### src/rtl/reg_op_sequencer.sv
`default_nettype none
// ============================================================================
// Module   : reg_op_sequencer
// Brief    : Expands one opcode per handshake into a timed train of one-hot
//            control pulses for a cl/ld/inc/dec/sr/sl register.
// Revision : 1.0 - initial release
// ============================================================================
module reg_op_sequencer #(
    parameter int DATA_WIDTH = 16,
    parameter int CNT_WIDTH  = 4
) (
    input  logic                  clk,
    input  logic                  rst_n,
    input  logic                  cmd_valid,
    output logic                  cmd_ready,
    input  logic [2:0]            cmd_op,
    input  logic [DATA_WIDTH-1:0] cmd_data,
    input  logic [CNT_WIDTH-1:0]  cmd_cnt,
    input  logic                  cmd_fill,
    input  logic                  abort,
    input  logic [DATA_WIDTH-1:0] reg_q,
    output logic                  reg_cl,
    output logic                  reg_ld,
    output logic                  reg_inc,
    output logic                  reg_dec,
    output logic                  reg_sr,
    output logic                  reg_sl,
    output logic [DATA_WIDTH-1:0] reg_in,
    output logic                  reg_ir,
    output logic                  reg_il,
    output logic                  busy,
    output logic                  done
);

    localparam logic [2:0] c_OP_NOP  = 3'd0;
    localparam logic [2:0] c_OP_CLR  = 3'd1;
    localparam logic [2:0] c_OP_LOAD = 3'd2;
    localparam logic [2:0] c_OP_INC  = 3'd3;
    localparam logic [2:0] c_OP_DEC  = 3'd4;
    localparam logic [2:0] c_OP_SHR  = 3'd5;
    localparam logic [2:0] c_OP_SHL  = 3'd6;
    localparam logic [2:0] c_OP_ROR  = 3'd7;

    localparam logic [CNT_WIDTH-1:0] c_CNT_ONE  = {{(CNT_WIDTH-1){1'b0}}, 1'b1};
    localparam logic [CNT_WIDTH-1:0] c_CNT_ZERO = '0;

    typedef enum logic [1:0] {
        S_IDLE = 2'd0,
        S_EXEC = 2'd1,
        S_DONE = 2'd2
    } state_t;

    state_t                  r_state;
    state_t                  w_state_nxt;
    logic [CNT_WIDTH-1:0]    r_rem;
    logic [CNT_WIDTH-1:0]    w_rem_nxt;
    logic [5:0]              r_ctrl;
    logic [5:0]              w_ctrl_nxt;
    logic [2:0]              r_op;
    logic [DATA_WIDTH-1:0]   r_data;
    logic                    r_fill;
    logic                    w_accept;
    logic                    w_is_repeat;
    logic                    w_unused_q;

    // Control vector order: {cl, ld, inc, dec, sr, sl}; ROR shares sr with SHR.
    function automatic logic [5:0] op_ctrl(input logic [2:0] op);
        logic [5:0] v;
        v = 6'b000000;
        case (op)
            c_OP_CLR:  v = 6'b100000;
            c_OP_LOAD: v = 6'b010000;
            c_OP_INC:  v = 6'b001000;
            c_OP_DEC:  v = 6'b000100;
            c_OP_SHR:  v = 6'b000010;
            c_OP_ROR:  v = 6'b000010;
            c_OP_SHL:  v = 6'b000001;
            default:   v = 6'b000000;
        endcase
        return v;
    endfunction

    assign w_accept    = cmd_valid && (r_state == S_IDLE);
    assign w_is_repeat = (cmd_op >= c_OP_INC);

    always_comb begin
        w_state_nxt = r_state;
        w_rem_nxt   = r_rem;
        w_ctrl_nxt  = 6'b000000;
        case (r_state)
            S_IDLE: begin
                if (w_accept) begin
                    if ((cmd_op == c_OP_NOP) || (w_is_repeat && (cmd_cnt == c_CNT_ZERO))) begin
                        w_state_nxt = S_DONE;
                        w_rem_nxt   = c_CNT_ZERO;
                    end else begin
                        w_state_nxt = S_EXEC;
                        w_rem_nxt   = w_is_repeat ? cmd_cnt : c_CNT_ONE;
                        w_ctrl_nxt  = op_ctrl(cmd_op);
                    end
                end
            end
            S_EXEC: begin
                // remaining is always >= 1 here, so the decrement never wraps
                w_rem_nxt = r_rem - c_CNT_ONE;
                if (abort || (r_rem == c_CNT_ONE)) begin
                    w_state_nxt = S_DONE;
                    w_rem_nxt   = c_CNT_ZERO;
                end else begin
                    w_ctrl_nxt  = op_ctrl(r_op);
                end
            end
            S_DONE: begin
                w_state_nxt = S_IDLE;
            end
            default: begin
                w_state_nxt = S_IDLE;
                w_rem_nxt   = c_CNT_ZERO;
            end
        endcase
    end

    always_ff @(posedge clk or negedge rst_n) begin
        if (!rst_n) begin
            r_state <= S_IDLE;
            r_rem   <= c_CNT_ZERO;
            r_ctrl  <= 6'b000000;
        end else begin
            r_state <= w_state_nxt;
            r_rem   <= w_rem_nxt;
            r_ctrl  <= w_ctrl_nxt;
        end
    end

    always_ff @(posedge clk or negedge rst_n) begin
        if (!rst_n) begin
            r_op   <= c_OP_NOP;
            r_data <= '0;
            r_fill <= 1'b0;
        end else if (w_accept) begin
            r_op   <= cmd_op;
            r_data <= cmd_data;
            r_fill <= cmd_fill;
        end
    end

    assign {reg_cl, reg_ld, reg_inc, reg_dec, reg_sr, reg_sl} = r_ctrl;
    assign reg_in = r_data;

    // ROR feeds the live LSB back so each rotate step sees the updated value.
    assign reg_ir = (r_op == c_OP_SHR) ? r_fill :
                    (r_op == c_OP_ROR) ? reg_q[0] : 1'b0;
    assign reg_il = (r_op == c_OP_SHL) && r_fill;

    assign cmd_ready = (r_state == S_IDLE);
    assign busy      = (r_state != S_IDLE);
    assign done      = (r_state == S_DONE);

    assign w_unused_q = ^reg_q[DATA_WIDTH-1:1];

endmodule
`default_nettype wire

### config.mk
export PLATFORM = sky130hd
export DESIGN_NAME = reg_op_sequencer
export DESIGN_NICKNAME = d
export VERILOG_FILES = /design/src/rtl/reg_op_sequencer.sv
export SDC_FILE = /design/constraint.sdc
export NUM_CORES = 1
export LEC_CHECK = 0
export ABC_AREA = 1
export CORE_MARGIN = 2
export CORE_UTILIZATION = 43
export DETAILED_ROUTE_END_ITERATION = 8
export PLACE_DENSITY = 0.81
export SYNTH_ARGS = -nofsm -noshare
export SYNTH_HDL_FRONTEND = slang
export SYNTH_SLANG_ARGS = --single-unit
### constraint.sdc
create_clock -name clk -period 2.6 [get_ports clk]
set_clock_uncertainty 0.15 [all_clocks]
set_input_delay 0.39 -clock clk [delete_from_list [all_inputs] [get_ports clk]]
set_output_delay 0.39 -clock clk [all_outputs]
set_load 0.01 [all_outputs]
==> impl_results.md <==
- Status: completed
- RSZ-0062 raised after global routing: no
- Yosys warns: 0
- Postcts setup bufs: 0
- Leakage power: between 0.001 and 0.0015 uW
- Die area: 0.00394 mm2
- Clock power frac: 13.9%
- Slew Limit Fails: 0
- Buffers on Ports: 55
- Switching share of total power: between 30% and 40%
- #FFs+latches synth: 32
- Final hold vios: 0
- R2r setup slk: 0.73 ns
- Clk_lat worst skew: 0.32 ns
- Critical Path Source Type: flip-flop
- # diodes: 0
- Post-synthesis sequential area ratio: 53.9%
- Synthesized area: 0.00149 mm2
- WS Path Type: reg2out
- Routability congestion estimate: between 0.8 and 0.9
- Die Y: 62.8 um
- Row count: 21
- Final critical-path required period: 2.21 ns
- Number of top-level pins: 71
- EDFF count, synth: 0
- Post-Route WL: about 3.3 mm
- Slew margin rel.: 69.1%
- # nets final: 288
- Internal power: 1370 uW
- Top_reg_cell synth: dfrtp_1
- DRC viols: 0
- Post-Place Cells: 281
- Most frequent cells in the layout: 81 x nand2_1, 55 x clkdlybuf4s50_1, 32 x dfrtp_1
- Synth cell types: 22
- Total GRT Usage: 18.9%
- Non-filler cells, final: between 200 and 300
- CTS resizes: 0
- TritonCTS Buffers: 5
- Synthesized Nets: 229
- TritonCTS clock tree: built
- TritonCTS Sinks: 32
- Worst-case clock buffer depth: 2
- Max-cap violations: 0
- Post-Syn Area per Cell: approximately 8.1 um2
- Pwr Total: 2210 uW
- Power per cell area: 1030 mW/mm2
- Synthesized instance count: 183
- R2r endpoint: r_ctrl[3]$_DFF_PN0_
- Setup TNS: 0 ns
- H-tree depth: 2
- Antenna violations before repair: 0
- Antenna Violating Nets Remaining: 0
- Via Count: between 1k and 1.5k
- Commonest non-fill, non-tap cell in the layout: nand2_1
- Die X: roughly 63 um
- Required time worst endpoint: 2.06 ns
- Hold Crit Class: in2async
- Synth-to-Final Area Change: 44.1%
- Critical path capture point type: output pin
- First-pass DRT Iterations: 4
- Worst-margin pin slew: 0.462 ns
- Grt total ovfl: 0
- Switching power: 849 uW
- CTS root buf: clkbuf_4
- Largest net degree at the start of global routing: 33
- Final Cycle Share: 85.1%
- DR iter-0 viols: 47
- DP Wirelength: 2.42 mm
- Async S/R FF share, synth: between 90% and 100%
- Comb power frac: 47.8%
- WL/cell: roughly 12 um
- Initial Util: 44.5%
- # setup viols final: 0
- Average via count per standard cell: 4.76
- Reg2reg start: r_state[0]$_DFFE_PN0P_
- First-pass GRT wire length: 5.72 mm
- Cts hold-fix bufs: 0
- Clock transition at path regs: 0.09 ns
- R2R depth: 5
- Fmax achieved: around 450 MHz
- Number of global-route vias before repair: roughly 1.3k
- Worst vdd ir: 0.642 mV
- Layout cells sized above 1: 6.20%
- Reg power frac: 38.3%
- Placeable core region: 0.00334 mm2
- Worst EP arrival: 1.67 ns
- Crit path max fanout: 5
-- worst max-delay path by stage --
stage | from | to | slack, ns | depth (start not counted)
2_1_floorplan | r_op[1]$_DFFE_PN0P_ | reg_ir | 1.25 | 3
5_1_grt | r_op[0]$_DFFE_PN0P_ | reg_il | 0.28 | 4
6_report | r_op[0]$_DFFE_PN0P_ | reg_il | 0.39 | 4
3_5_place_dp | reg_q[0] | reg_ir | 0.45 | 4
4_1_cts | r_op[0]$_DFFE_PN0P_ | reg_il | 0.38 | 4
3_3_place_gp | reg_q[0] | reg_ir | 0.45 | 4
-- cell families after synthesis --
kind of cell | after synthesis | share of synthesized area [%]
and+or+nand+nor | 109 | 30.6
DFF | 32 | 53.9
buffers and inverters | 23 | 6.57
AOI/OAI and AO/OA | 16 | 6.66
adders and majority gates | 2 | 1.68
xor gates and xnor gates | 1 | 0.590
-- flip-flops by register name, summed over array words and instances, names as in the netlist --
register,flops
reg_in,16
r_rem,4
r_ctrl,6
r_fill,1
r_state,2
r_op,3
-- power by group through the flow --
stage          clock network [uW]  registers, uW  logic (uW)
3_3_place_gp                    0            848        1040
3_5_place_dp                    0            851        1070
2_1_floorplan                   0            899         527
4_1_cts                       314            846        1070
5_1_grt                       338            877        1190
6_report                      307            847        1060
-- layer usage --
metal	part of all wire, %	global-route usage [%]	up-vias
li1	-	-	687
met1	44	22.4	636
met2	49	32.0	43
met3	5.2	5.77	5
met4	1.6	7.78	0
met5	0	0	-
-- critical path, cell delays in order (launching register included) --
cell and delay [ns]:
dfrtp_1 0.44, inv_1 0.13, nand3_1 0.11, nor2_1 0.11, clkdlybuf4s50_1 0.57
-- synth_stat cells (2+ instances only) --
| cell type | instances | area, um2 |
|---|---|---|
| a21oi_1 | 3 | 15.0 |
| buf_2 | 3 | 15.0 |
| dfrtp_1 | 32 | 801 |
| ha_1 | 2 | 25.0 |
| inv_1 | 18 | 67.6 |
| nand2_1 | 81 | 304 |
| nand3_1 | 10 | 50.1 |
| nand4_1 | 2 | 12.5 |
| nor2_1 | 9 | 33.8 |
| nor2_4 | 2 | 22.5 |
| nor3_1 | 3 | 15.0 |
| o21ai_0 | 7 | 35.0 |
| o21ai_1 | 2 | 10.0 |
-- area by class of cell --
cell class              instances  area (um2)
inverters                      19        71.3
flip-flops and latches         32         801
well taps                      46        57.6
clock buffers                   7        65.1
fillers                       305        1200
repair buffers                 56         558
multi-input cells             128         587
-- stage by stage --
step | instance area (um2) | setup slack, ns | utilization, % | hold slack, ns
6_report | 2140 | 0.388 | 64.1 | 0.288
5_1_grt | 2140 | 0.277 | 64.1 | 0.329
4_1_cts | 2140 | 0.382 | 64.1 | 0.297
3_5_place_dp | 2070 | 0.449 | 62.2 | 0.314
3_3_place_gp | 2070 | 0.449 | 62.2 | 0.311
2_1_floorplan | 1490 | 1.25 | - | -0.0556
No activity file was read; power rests on OpenSTA's default activity.
